File: src/rtl/sample_frame_if.sv
// sample_frame_if: front-end, frame-buffer write port and frame handoff signals
// master modport is the controller side; slave is the surrounding environment.
interface sample_frame_if #(
    parameter int ADDR_WIDTH = 10,
    parameter int DATA_WIDTH = 12
);
    logic                  enable;
    logic                  conv_start;
    logic                  sample_valid;
    logic [DATA_WIDTH-1:0] sample_data;
    logic                  buf_we;
    logic [ADDR_WIDTH:0]   buf_addr;
    logic [DATA_WIDTH-1:0] buf_wdata;
    logic                  frame_valid;
    logic                  frame_bank;
    logic                  frame_ready;
    logic                  overrun;
    logic [7:0]            drop_count;

    modport master (
        input  enable, sample_valid, sample_data, frame_ready,
        output conv_start, buf_we, buf_addr, buf_wdata, frame_valid, frame_bank, overrun, drop_count
    );

    modport slave (
        output enable, sample_valid, sample_data, frame_ready,
        input  conv_start, buf_we, buf_addr, buf_wdata, frame_valid, frame_bank, overrun, drop_count
    );
endinterface

File: src/rtl/sample_frame_controller.sv
// sample_frame_controller: ADC conversion timer plus ping-pong frame collector
// with valid/ready ownership handoff of completed banks to the consumer.
module sample_frame_controller #(
    parameter int CONV_PERIOD = 100,
    parameter int FRAME_LEN   = 1024,
    parameter int ADDR_WIDTH  = 10,
    parameter int DATA_WIDTH  = 12
) (
    input logic           clk_100mhz,
    input logic           rst,
    sample_frame_if.master bus
);
    localparam int CW = $clog2(CONV_PERIOD);

    typedef enum logic [1:0] {IDLE, FILL, WAIT_BANK} state_t;

    state_t                state, state_nxt;
    logic [CW-1:0]         cnt;
    logic                  fill_bank, bank_nxt;
    logic [ADDR_WIDTH-1:0] idx, idx_nxt;
    logic                  done, done_nxt;
    logic                  wr, drop, publish, rel, wbank;
    logic                  buf_we, frame_valid, frame_bank, overrun;
    logic [ADDR_WIDTH:0]   buf_addr;
    logic [DATA_WIDTH-1:0] buf_wdata;
    logic [7:0]            drop_count;

    assign bus.conv_start  = bus.enable & (state != IDLE) & (cnt == CW'(CONV_PERIOD - 1));
    assign bus.buf_we      = buf_we;
    assign bus.buf_addr    = buf_addr;
    assign bus.buf_wdata   = buf_wdata;
    assign bus.frame_valid = frame_valid;
    assign bus.frame_bank  = frame_bank;
    assign bus.overrun     = overrun;
    assign bus.drop_count  = drop_count;

    // done marks the cycle of a frame's final write; the bank decision is taken
    // then, so a sample in that cycle goes straight to the freed bank or is dropped
    always_comb begin
        state_nxt = state;
        bank_nxt  = fill_bank;
        idx_nxt   = idx;
        done_nxt  = 1'b0;
        wr        = 1'b0;
        drop      = 1'b0;
        publish   = 1'b0;
        wbank     = fill_bank;
        rel       = frame_valid & bus.frame_ready;
        if (!bus.enable) begin
            state_nxt = IDLE;
            idx_nxt   = '0;
        end else begin
            case (state)
                IDLE: state_nxt = FILL;
                FILL: begin
                    publish   = done & (~frame_valid | rel);
                    wbank     = done ? ~fill_bank : fill_bank;
                    bank_nxt  = publish ? ~fill_bank : fill_bank;
                    state_nxt = (done & ~publish) ? WAIT_BANK : FILL;
                    wr        = bus.sample_valid & (~done | publish);
                    drop      = bus.sample_valid & done & ~publish;
                    if (wr) begin
                        idx_nxt  = idx + 1'b1;
                        done_nxt = idx == ADDR_WIDTH'(FRAME_LEN - 1);
                    end
                end
                WAIT_BANK: begin
                    drop      = bus.sample_valid;
                    publish   = rel;
                    bank_nxt  = rel ? ~fill_bank : fill_bank;
                    idx_nxt   = rel ? '0 : idx;
                    state_nxt = rel ? FILL : WAIT_BANK;
                end
                default: state_nxt = IDLE;
            endcase
        end
    end

    always_ff @(posedge clk_100mhz or posedge rst) begin
        if (rst) begin
            state       <= IDLE;
            cnt         <= '0;
            fill_bank   <= 1'b0;
            idx         <= '0;
            done        <= 1'b0;
            buf_we      <= 1'b0;
            buf_addr    <= '0;
            buf_wdata   <= '0;
            frame_valid <= 1'b0;
            frame_bank  <= 1'b0;
            overrun     <= 1'b0;
            drop_count  <= '0;
        end else begin
            state       <= state_nxt;
            cnt         <= (!bus.enable || state == IDLE || cnt == CW'(CONV_PERIOD - 1)) ? '0 : cnt + 1'b1;
            fill_bank   <= bank_nxt;
            idx         <= idx_nxt;
            done        <= done_nxt;
            buf_we      <= wr;
            buf_addr    <= wr ? {wbank, idx} : buf_addr;
            buf_wdata   <= wr ? bus.sample_data : buf_wdata;
            frame_valid <= publish | (frame_valid & ~bus.frame_ready);
            frame_bank  <= publish ? fill_bank : frame_bank;
            overrun     <= overrun | drop;
            drop_count  <= (drop && drop_count != 8'hff) ? drop_count + 1'b1 : drop_count;
        end
    end
endmodule
File: src/flat_wrapper.sv
// flat-port wrapper written by rule: the top's interface ports become plain ports
module sample_frame_controller_flat 
#(
    parameter int CONV_PERIOD = 100,
    parameter int FRAME_LEN   = 1024,
    parameter int ADDR_WIDTH  = 10,
    parameter int DATA_WIDTH  = 12
)
  (clk_100mhz, rst, bus_enable, bus_sample_valid, bus_sample_data, bus_frame_ready, bus_conv_start, bus_buf_we, bus_buf_addr, bus_buf_wdata, bus_frame_valid, bus_frame_bank, bus_overrun, bus_drop_count);
  sample_frame_if #(.ADDR_WIDTH(ADDR_WIDTH), .DATA_WIDTH(DATA_WIDTH)) bus_i ();
  input logic clk_100mhz;
  input logic rst;
  input wire logic [$bits(bus_i.enable)-1:0] bus_enable;
  input wire logic [$bits(bus_i.sample_valid)-1:0] bus_sample_valid;
  input wire logic [$bits(bus_i.sample_data)-1:0] bus_sample_data;
  input wire logic [$bits(bus_i.frame_ready)-1:0] bus_frame_ready;
  output wire logic [$bits(bus_i.conv_start)-1:0] bus_conv_start;
  output wire logic [$bits(bus_i.buf_we)-1:0] bus_buf_we;
  output wire logic [$bits(bus_i.buf_addr)-1:0] bus_buf_addr;
  output wire logic [$bits(bus_i.buf_wdata)-1:0] bus_buf_wdata;
  output wire logic [$bits(bus_i.frame_valid)-1:0] bus_frame_valid;
  output wire logic [$bits(bus_i.frame_bank)-1:0] bus_frame_bank;
  output wire logic [$bits(bus_i.overrun)-1:0] bus_overrun;
  output wire logic [$bits(bus_i.drop_count)-1:0] bus_drop_count;
  assign bus_i.enable = bus_enable;
  assign bus_i.sample_valid = bus_sample_valid;
  assign bus_i.sample_data = bus_sample_data;
  assign bus_i.frame_ready = bus_frame_ready;
  assign bus_conv_start = bus_i.conv_start;
  assign bus_buf_we = bus_i.buf_we;
  assign bus_buf_addr = bus_i.buf_addr;
  assign bus_buf_wdata = bus_i.buf_wdata;
  assign bus_frame_valid = bus_i.frame_valid;
  assign bus_frame_bank = bus_i.frame_bank;
  assign bus_overrun = bus_i.overrun;
  assign bus_drop_count = bus_i.drop_count;
  sample_frame_controller #(.CONV_PERIOD(CONV_PERIOD), .FRAME_LEN(FRAME_LEN), .ADDR_WIDTH(ADDR_WIDTH), .DATA_WIDTH(DATA_WIDTH)) u_core (.clk_100mhz(clk_100mhz), .rst(rst), .bus(bus_i));
endmodule
File: config.mk
export PLATFORM = sky130hd
export DESIGN_NAME = sample_frame_controller_flat
export DESIGN_NICKNAME = d
export VERILOG_FILES = /design/src/rtl/sample_frame_if.sv /design/src/rtl/sample_frame_controller.sv /design/src/flat_wrapper.sv
export SDC_FILE = /design/constraint.sdc
export NUM_CORES = 1
export LEC_CHECK = 0
export ABC_CLOCK_PERIOD_IN_PS = 3850
export CELL_PAD_IN_SITES_DETAIL_PLACEMENT = 0
export CELL_PAD_IN_SITES_GLOBAL_PLACEMENT = 1
export CORE_ASPECT_RATIO = 0.9
export CORE_UTILIZATION = 40
export CTS_CLUSTER_SIZE = 14
export DETAILED_ROUTE_END_ITERATION = 16
export PLACE_DENSITY_LB_ADDON = 0.1
export SETUP_SLACK_MARGIN = 0.3
export SLEW_MARGIN = 30
export SYNTH_ARGS = -nofsm -noshare
export SYNTH_HDL_FRONTEND = slang
export SYNTH_SLANG_ARGS = --single-unit
File: constraint.sdc
create_clock -name clk_100mhz -period 3.85 [get_ports clk_100mhz]
set_clock_uncertainty 0.05 [all_clocks]
set_input_delay 0.77 -clock clk_100mhz [delete_from_list [all_inputs] [get_ports clk_100mhz]]
set_output_delay 0.77 -clock clk_100mhz [all_outputs]
set_load 0.02 [all_outputs]
* Word-level counts from Yosys, hierarchy flattened
Cells that the tools add are included.
** Cells by class
- Add/subtract/negate cells :: 3
- Multiply operators :: 0
- Div/mod/pow operators :: 0
- $lt $le $gt $ge :: 0
- Eq/ne operators :: 10
- Shift-type cells :: 0
- Muxes and demuxes :: 24
- Bitwise logic cells :: 18
- Reductions and logical operators :: 9
** Operators by type and width (count)
- 10-bit two-way mux :: 3
- 10-bit one-hot mux with 2 select lines :: 1
- 1-bit two-way mux :: 12
- 10-bit by 1-bit adder with 10-bit output (second input constant) :: 1
- 10-bit == test (second input constant) :: 1
- 1-bit AND :: 9
- 8-bit by 1-bit adder with 8-bit output (second input constant) :: 1
- 8-bit inequality test (second input constant) :: 1
- 7-bit by 1-bit adder with 7-bit output (second input constant) :: 1
- 7-bit == test (second input constant) :: 1
- 7-bit two-way mux :: 1
- 2-bit two-way mux :: 3
- 3-bit by 2-bit inequality test with 1-bit output (second input constant) :: 2
- 1-bit one-hot mux with 2 select lines :: 3
- 2-bit one-hot mux with 3 select lines :: 1
- 1-bit NOT :: 5
- 2-bit by 1-bit inequality test with 1-bit output (second input constant) :: 2
- 1-bit OR :: 4
- 4-bit AND reduction :: 1
- 2-bit nonzero test :: 2
- 3-bit by 1-bit inequality test with 1-bit output (second input constant) :: 1
- 3-bit AND reduction :: 1
- 2-bit by 1-bit == test with 1-bit output (second input constant) :: 1
- 2-bit == test (second input constant) :: 1
- 4 further kinds :: 5
** Word-level totals
- Register bits :: 56
- Latch bits :: 0
- Memory bits (writable) :: 0
- Memory bits (read-only) :: 0
- Input port bits :: 17
- Output and inout port bits :: 36
- Word-level logic and storage cells :: 76
- Memories :: 0

* Depth between registers and ports, before layout
Gate-level depths: netlist of run 1.
- Word-level depth :: 8
- Depth in mapped cells :: 8
- Depth with buffers taken out :: 6

* Worst setup path after synthesis of run 1
No wires, ideal clock.
- Kind :: in2reg
- Start :: in bus_frame_ready
- End :: reg u_core.buf_wdata[10] (netlist: u_core.bus.buf_wdata[10])
- Library setup time :: 0.125 ns
- Arrival time :: 2.035 ns
- Data required time :: 3.675 ns
- Setup slack :: 1.640 ns
- Cell stages on the path :: 5
- Path buffers :: 2
- Cell sequence :: and3b_1 buf_6 nor2_1 buf_2 mux2_2
** On the way
- Longest elaborated chain between the ends :: 7
** Ends and longest elaborated chain
- start, declared :: line flat_wrapper.sv:16 : input wire logic [$bits(bus_i.frame_ready)-1:0] bus_frame_ready;
- 1-bit AND :: line sample_frame_controller.sv:48 : rel = frame_valid & bus.frame_ready;
- 1-bit OR :: line sample_frame_controller.sv:56 : publish = done & (~frame_valid | rel);
- 1-bit AND :: line sample_frame_controller.sv:56
- 1-bit OR :: line sample_frame_controller.sv:60 : wr = bus.sample_valid & (~done | publish);
- 1-bit AND :: line sample_frame_controller.sv:60
- 1-bit two-way mux :: line sample_frame_controller.sv:53 : case (state)
- 1-bit two-way mux :: line sample_frame_controller.sv:49 : if (!bus.enable) begin
- end signal, assigned :: line sample_frame_controller.sv:101 : buf_wdata <= wr ? bus.sample_data : buf_wdata;
- end, declared :: line sample_frame_controller.sv:25 : logic [DATA_WIDTH-1:0] buf_wdata;
Every way passes these cells.
A chain may end at the register's enable or synchronous reset.

* Final worst setup path of run 1
- Start :: in bus_enable
- End :: out bus_conv_start
** On the way
- Longest elaborated chain between the ends :: 2
** Ends and longest elaborated chain
- start, declared :: line flat_wrapper.sv:13 : input wire logic [$bits(bus_i.enable)-1:0] bus_enable;
- 1-bit AND (2 in a row) :: line sample_frame_controller.sv:28 : assign bus.conv_start = bus.enable & (state != IDLE) & (cnt == CW'(CONV_PERIOD - 1));
- end, declared :: line flat_wrapper.sv:17 : output wire logic [$bits(bus_i.conv_start)-1:0] bus_conv_start;
Every way passes these cells.

==> results of run 1 <==
-- final cells by class --
cell class	count	area share
well taps	87	0.0338
repair buffers	54	0.166
multi-input cells	149	0.334
inverters	6	0.00698
flip-flops and latches	56	0.435
clock buffers	6	0.0225
clock inverters	1	0.00155
-- how the worst max path moves through the flow --
| stage | from | to | slack [ns] | cells after the start |
|---|---|---|---|---|
| after floorplan | bus_frame_ready | u_core.bus.buf_wdata[10] | 1.64 | 5 |
| after global placement | bus_enable | bus_conv_start | 0.77 | 4 |
| after detailed placement | bus_enable | bus_conv_start | 0.72 | 4 |
| after CTS | bus_enable | bus_conv_start | 0.72 | 4 |
| after global routing | bus_enable | bus_conv_start | 0.67 | 4 |
| final | bus_enable | bus_conv_start | 0.74 | 4 |
-- state kept, by name, indices dropped and copies added, names as in the netlist, 2 cells and up --
name,flops
u_core.bus.buf_addr,11
u_core.bus.buf_wdata,12
u_core.bus.drop_count,8
u_core.cnt,7
u_core.idx,10
u_core.state,2
-- synth_stat cells (3+ instances only) --
| library cell | instances |
|---|---|
| dfrtp_1 | 56 |
| mux2_2 | 24 |
| nor2_1 | 17 |
| nand3_1 | 16 |
| a21oi_1 | 10 |
| nand2_1 | 9 |
| xor2_1 | 9 |
| ha_1 | 7 |
| xnor2_1 | 7 |
| inv_1 | 6 |
| nor3_1 | 6 |
| buf_2 | 5 |
| nor4_1 | 5 |
| nor4b_1 | 4 |
| o21ai_0 | 4 |
| nand2b_1 | 3 |
-- through the flow --
stage | util | area, sq um | total power [mW]
2_1_floorplan | - | 2540 | 0.795
3_3_place_gp | 0.515 | 3150 | 0.908
3_5_place_dp | 0.515 | 3150 | 0.910
4_1_cts | 0.527 | 3220 | 1.21
5_1_grt | 0.527 | 3220 | 1.25
6_report | 0.527 | 3220 | 1.19
-- cell usage in the layout (no fill, tap or decap), drive strengths merged, types with 2 or more instances in the layout --
cell | synthesis | layout
a21oi | 10 | 10
and3 | 2 | 2
buf | 7 | 2
clkbuf | 0 | 6
clkdlybuf4s50 | 0 | 52
dfrtp | 56 | 56
ha | 7 | 7
inv | 6 | 6
mux2 | 24 | 24
nand2 | 9 | 9
nand2b | 3 | 3
nand3 | 16 | 16
nand3b | 2 | 2
nand4 | 2 | 2
nor2 | 17 | 17
nor3 | 6 | 6
nor3b | 2 | 2
nor4 | 5 | 5
nor4b | 4 | 4
o21ai | 5 | 5
o31ai | 2 | 2
or3 | 2 | 2
or4b | 2 | 2
xnor2 | 7 | 7
xor2 | 9 | 9
-- critical path: stages --
cell and delay, ns:
clkdlybuf4s50_1 0.57, inv_1 0.13, nor3_1 0.20, clkdlybuf4s50_1 0.63
-- where the power goes --
part / internal, mW / total [mW] / switching [mW]
sequential: 0.635 / 0.662 / 0.0274
combinational: 0.123 / 0.231 / 0.108
clock: 0.124 / 0.297 / 0.173
-- cells by family (layout without fill, tap and decap cells) --
logic type | after synthesis | count (layout) | synth area share
simple gates | 76 | 76 | 0.162
flops | 56 | 56 | 0.551
compound gates | 25 | 25 | 0.0610
mux | 25 | 25 | 0.110
xor+xnor | 16 | 16 | 0.0551
buf+inv | 13 | 67 | 0.0261
fa+ha+maj | 7 | 7 | 0.0344
-- routing by layer --
metal / up-vias / track usage / share of wire
met2: 29 / 0.239 / 0.44
met3: 5 / 0.0362 / 0.039
met1: 865 / 0.206 / 0.51
met4: 0 / 0.0400 / 0.0084
li1: 883 / - / -
met5: - / 0 / 0
==> results.cfg, run 1 <==
[worst_setup_path]
critPathArrivalTime_ns = 2.29
r2r_cells = 6
required_ns = 3.03
r2r_slack_ns = 1.53
r2r-end = u_core.idx[8]
end_kind = output pin
start_kind = input pin
path_class = in -> out
crit_fanout = 6
r2r-start = u_core.state[0]

[sta]
tns_ns = 0
setup_viol = 0
hold_ws_ns = 0.414
worstMarginPinSlew_ns = 0.754
fin_crit_sh = 0.808
slew_headroom = 0.497
fin_crit_ns = 3.11
rsz0062_at_grt = false
fmax_mhz = 321
drv_slew = 0
setup_slack_ns = 0.738
hold_viol = 0

[hold_path]
whs_path_depth = 1
holdCritStartpoint = u_core.cnt[0]
holdPathEnd = u_core.cnt[0]
hp-class = reg -> reg

[place]
hpwl_microns = 3160
gp_congestion = 0.746
io_buffers = 52
place_ws_ns = 0.722
place_inst = 352

[clocking]
cts-resized-gates = 0
cts_hold_buf = 0
post_cts_buffers = 0
cts_tree = built
insertion_delay_ns = 0.30
htreeDepth = 2
clk_pin_slew_ns = 0.09
cts_made_buffers = 5
cts.sinks = 56
clock_path_buffers = 2
clock-root-buffer = clkbuf_8

[pwr]
p_leak_nw = 1.37
powerDensity_nw_per_um2 = 369
ir_worst_vdd_v = 0.000161

[logic_synthesis]
ys.warnings.count = 0
syn_nets = 242
synthDistinctLibCells = 39
ys_ff_latch = 56
synth_top_area_frac = 0.551
syn_area_sq_um = 2540
synth-edff-count = 0
syn-instance-count = 218
ys_seq_area_frac = 0.551
synthTopCellsByArea = dfrtp_1 (55%), mux2_2 (11%), ha_1 (3.4%), nand3_1 (3.1%), xor2_1 (3.1%)
yosys.area.top_type = dfrtp_1
syn_avg_cell_area_sq_um = 11.7
async_flop_share = 1.00
dominantRegCellSynth = dfrtp_1

[final_layout]
multi_input_area_sq_um = 1080
n_antenna_cell = 0
fillCellCount = 578
drive_above_1_share = 0.129
layoutNonFillerInstCount = 359
seqCellArea_sq_um = 1400
syn_to_final_growth_pct = 26.8
layout.nets = 296

[route]
routed_wl_microns = 4660
route.detailed.drc = 0
avgViaCountPerCell = 4.96
num_vias = 1782
antenna_left = 0
avgRoutedWirePerCell_microns = 13.0
firstDrtPassIters = 4
drtIter0Drc = 79

[global_route]
grt_use_total = 0.150
grt_antenna_before_repair = 0
grt_max_degree = 57
grt_pass1_vias = 1772
grt_pass1_wl_microns = 8050
gr-total-overflow = 0

[die]
die_w_microns = 86.1
start_util = 0.416
core_sq_um = 6110
dieArea_sq_um = 6680
io_pins = 53
rows = 27
die_h_microns = 77.7

[run]
cap_viol_max_count = 0

[run_status]
status = complete, no violations
Power figures use the tool's default switching activity.
==> run 2: changes to the inputs <==
- ABC_CLOCK_PERIOD_IN_PS: 3850 -> 2800
- CORE_UTILIZATION: 40 -> 36
- clock period: 3.85 -> 2.8 ns (I/O delays scaled with it)
==> results.cfg, run 2 (synthesized netlist as in run 1, its figures left out) <==
[clocking]
clock_path_buffers = 2
cts_tree = built
clock-root-buffer = clkbuf_8
post_cts_buffers = 0
clk_pin_slew_ns = 0.09
cts_made_buffers = 5
insertion_delay_ns = 0.30
htreeDepth = 2
cts.sinks = 56

[global_route]
grt_pass1_wl_microns = 8350
gr-total-overflow = 0
grt_pass1_vias = 1758
grt_antenna_before_repair = 0
grt_use_total = 0.143
grt_max_degree = 26

[hold_path]
holdCritStartpoint = u_core.cnt[0]
whs_path_depth = 1
hp-class = reg -> reg
holdPathEnd = u_core.cnt[0]

[die]
core_sq_um = 6690
dieArea_sq_um = 7410
rows = 28
die_h_microns = 81.7
io_pins = 53
start_util = 0.380
die_w_microns = 90.6

[final_layout]
seqCellArea_sq_um = 1400
fillCellCount = 627
final_cell_mix = dfrtp_1 (56), clkdlybuf4s50_1 (51), mux2_2 (24)
multi_input_area_sq_um = 1090
n_antenna_cell = 0
largestRegisters = u_core.bus.buf_wdata (12), u_core.bus.buf_addr (11), u_core.idx (10)
drive_above_1_share = 0.159
layout.nets = 301
final_common_cell = dfrtp_1
syn_to_final_growth_pct = 30.0
largest_reg_flops = 12
regMostFlops = u_core.bus.buf_wdata

[worst_setup_path]
critPathArrivalTime_ns = 1.70
crit_chain = nor4b_1 > nand3_1 > nor3_1 > dlygate4sd2_1
crit_fanout = 4
r2r-start = u_core.state[0]
r2r-end = u_core.idx[8]
r2r_cells = 6
required_ns = 2.19
start_kind = register
end_kind = output pin
path_class = reg -> out
crit_slowest_cell = dfrtp_1
critPathMaxStageDelay_ns = 0.43
r2r_slack_ns = 0.57

[pwr]
p_leak_nw = 1.41
powerDensity_nw_per_um2 = 515
ir_worst_vdd_v = 0.000255

[sta]
hold_ws_ns = 0.415
fmax_mhz = 433
fin_crit_ns = 2.31
slew_headroom = 0.578
worstMarginPinSlew_ns = 0.629
drv_slew = 0
setup_viol = 0
rsz0062_at_grt = false
hold_viol = 0
fin_crit_sh = 0.825
tns_ns = 0

[run_status]
status = complete, no violations

[route]
avgRoutedWirePerCell_microns = 13.4
num_vias = 1805
drtIter0Drc = 77
routed_wl_microns = 4920
route.detailed.drc = 0
avgViaCountPerCell = 4.92
firstDrtPassIters = 4
antenna_left = 0

[place]
gp_congestion = 0.730
hpwl_microns = 3530
io_buffers = 52

[run]
cap_viol_max_count = 0
run 2: cell count changes in the layout (fill, tap and decap cells not counted), sizes merged:
cell           delta
clkdlybuf4s50     -1
buf               +5
dlygate4sd2       +1
clkbuf            +1
clkinv            -1
run 2: critical path: cells and delay by family, from the launching register on:
family | cells | cell delay, ns
simple gates | 3 | 0.61
flops | 1 | 0.43
buf+inv | 1 | 0.36
run 2: cell type report:
cell class | count | area share
clock buffer | 7 | 0.0291
multi-input combinational | 149 | 0.330
tap | 90 | 0.0341
timing repair buffer | 59 | 0.177
inverter | 6 | 0.00681
sequential | 56 | 0.424
run 2: worst max path at each step:
stage	end	start	depth (start not counted)
after CTS	u_core.idx[8]	u_core.state[1]	6
after detailed placement	u_core.idx[8]	bus_frame_ready	5
final	bus_conv_start	u_core.cnt[4]	4
after global placement	u_core.idx[8]	bus_frame_ready	5
after global routing	bus_conv_start	u_core.cnt[3]	4
after floorplan	u_core.bus.buf_wdata[10]	u_core.bus.frame_valid	6
run 2: stage by stage:
stage	cell area [sq um]	util	setup WS [ns]	cells	power, mW
floorplan	2540	-	0.738	218	1.09
global placement	3200	0.478	0.207	360	1.26
detailed placement	3200	0.478	0.185	360	1.26
CTS	3300	0.493	0.476	367	1.74
global route	3310	0.494	0.369	367	1.80
finish	3310	0.494	0.489	367	1.70
run 2: where the power goes:
group | leakage [nW] | internal, mW | switching, mW
clock | 0.0503 | 0.221 | 0.240
sequential | 0.748 | 0.873 | 0.0397
combinational | 0.614 | 0.175 | 0.154
total | 1.41 | 1.27 | 0.434
run 2: per-layer routing:
metal	track usage	up-vias	part of all wire	routed length, microns
li1	-	891	-	-
met2	0.247	28	0.49	2400
met5	0	-	0	0
met1	0.184	886	0.48	2370
met3	0.0287	0	0.029	141
met4	0.0387	0	0	0
run 2: timing repair:
item,CTS,global route
hold buffers,0,0
gates resized for setup,1,3
setup endpoints to repair,1,2
==> run 3: changes to the inputs <==
- ABC_CLOCK_PERIOD_IN_PS: 2800 -> 1860
- clock period: 2.8 -> 1.86 ns (I/O delays scaled with it)
==> results.cfg, run 3 (synthesized netlist as in run 1, its figures left out) <==
[run_status]
status = finished with violations
violations = negative setup slack

[clocking]
clock-root-buffer = clkbuf_8
clk_pin_slew_ns = 0.11
cts_tree = built
cts.sinks = 56
htreeDepth = 2
cts_hold_buf = 0
cts_made_buffers = 5
clock_path_buffers = 2
insertion_delay_ns = 0.31

[die]
die_w_microns = 90.6
dieArea_sq_um = 7410
rows = 28
core_sq_um = 6690
die_h_microns = 81.7
io_pins = 53
start_util = 0.380

[sta]
rsz0062_at_grt = true
worstMarginPinSlew_ns = 0.409
fmax_mhz = 520
setup_slack_ns = -0.0629
setup_viol = 5
hold_ws_ns = 0.337
hold_viol = 0
drv_slew = 0
fin_crit_sh = 1.03
slew_headroom = 0.726
fin_crit_ns = 1.92

[final_layout]
largestRegisters = u_core.bus.buf_wdata (12), u_core.bus.buf_addr (11), u_core.idx (10)
fillCellCount = 571
final_common_cell = dfrtp_1
layoutNonFillerInstCount = 413
layout.nets = 346
largest_reg_flops = 12
syn_to_final_growth_pct = 64.6
regMostFlops = u_core.bus.buf_wdata
final_cell_mix = dfrtp_1 (54), dlygate4sd2_1 (30), buf_4 (27)
fin_util = 0.626
final_area_sq_um = 4190
drive_above_1_share = 0.443
n_antenna_cell = 0

[worst_setup_path]
path_class = reg -> reg
crit_fanout = 5
critPathMaxStageDelay_ns = 0.45
critical-path-top-delay-family = simple AND/OR/NAND/NOR gates
crit_buf_inv = 0
required_ns = 2.07
critPathArrivalTime_ns = 2.13
crit_slowest_cell = dfrtp_2
crit_chain = ha_4 > mux2i_4 > or3_4 > or4_4 > a21oi_2
start_kind = register
end_kind = register

[hold_path]
hp-class = in -> async

[global_route]
grt_pass1_vias = 1976
gr-total-overflow = 0
grt_max_degree = 32
grt_antenna_before_repair = 0
grt_use_total = 0.170
grt_pass1_wl_microns = 9850

[run]
cap_viol_max_count = 0

[route]
avgRoutedWirePerCell_microns = 15.5
routed_wl_microns = 6410
avgViaCountPerCell = 4.97
antenna_left = 0
num_vias = 2053
firstDrtPassIters = 4
drtIter0Drc = 33
route.detailed.drc = 0

[pwr]
power.total_mw = 2.66
p_leak_nw = 1.88
ir_worst_vdd_v = 0.000309
powerDensity_nw_per_um2 = 636

[place]
hpwl_microns = 4150
place_inst = 391
io_buffers = 52
dpl_cell_area_sq_um = 3560
gp_congestion = 0.793
==> run 3: final timing paths <==
path                                 startpoint                  endpoint  slack, ns  cells past startpoint
worst max-delay path            u_core.state[0]             u_core.idx[8]      -0.06                      5
worst min-delay path                        rst               u_core.done       0.34                      2
worst max register to register  u_core.state[0]             u_core.idx[8]      -0.06                      5
worst min register to register    u_core.cnt[0]             u_core.cnt[0]       0.41                      1
max in group asynchronous                   rst  u_core.bus.drop_count[5]       0.91                      3
min in group clk_100mhz           u_core.cnt[0]             u_core.cnt[0]       0.41                      1
==> run 3: cell type report <==
cell class	count	area, sq um	area share
clock buffers	6	72.6	0.0173
clock inverters	2	16.3	0.00389
inverters	6	26.3	0.00628
multi-input cells	149	1550	0.370
flip-flops and latches	56	1400	0.335
well taps	90	113	0.0269
repair buffers	104	1010	0.240
==> run 3: repair_timing <==
action,in CTS,in global routing
resized for setup,78,70
endpoints found under the setup margin,82,53
pin swaps,12,29
cloned,0,3
setup buffers,4,7
==> run 3: per-layer routing <==
metal	vias to the layer above	routed length [microns]	global-route usage
li1	987	-	-
met1	1027	2940	0.224
met2	31	3240	0.289
met3	8	177	0.0296
met4	0	57	0.0484
met5	-	0	0
==> run 3: power by group <==
part           total [mW]  switching, mW  leakage (nW)  internal [mW]
Clock               0.671          0.402        0.0414          0.269
Sequential           1.38         0.0674         0.745           1.31
Combinational       0.611          0.288          1.10          0.323
==> run 3: per-stage QoR <==
stage               setup TNS, ns  setup slack, ns
floorplan                  -0.449           -0.152
detailed placement          -9.84           -0.374
global route                -1.76           -0.174
CTS                        -0.259          -0.0315
finish                     -0.163          -0.0629
global placement            -9.02           -0.342
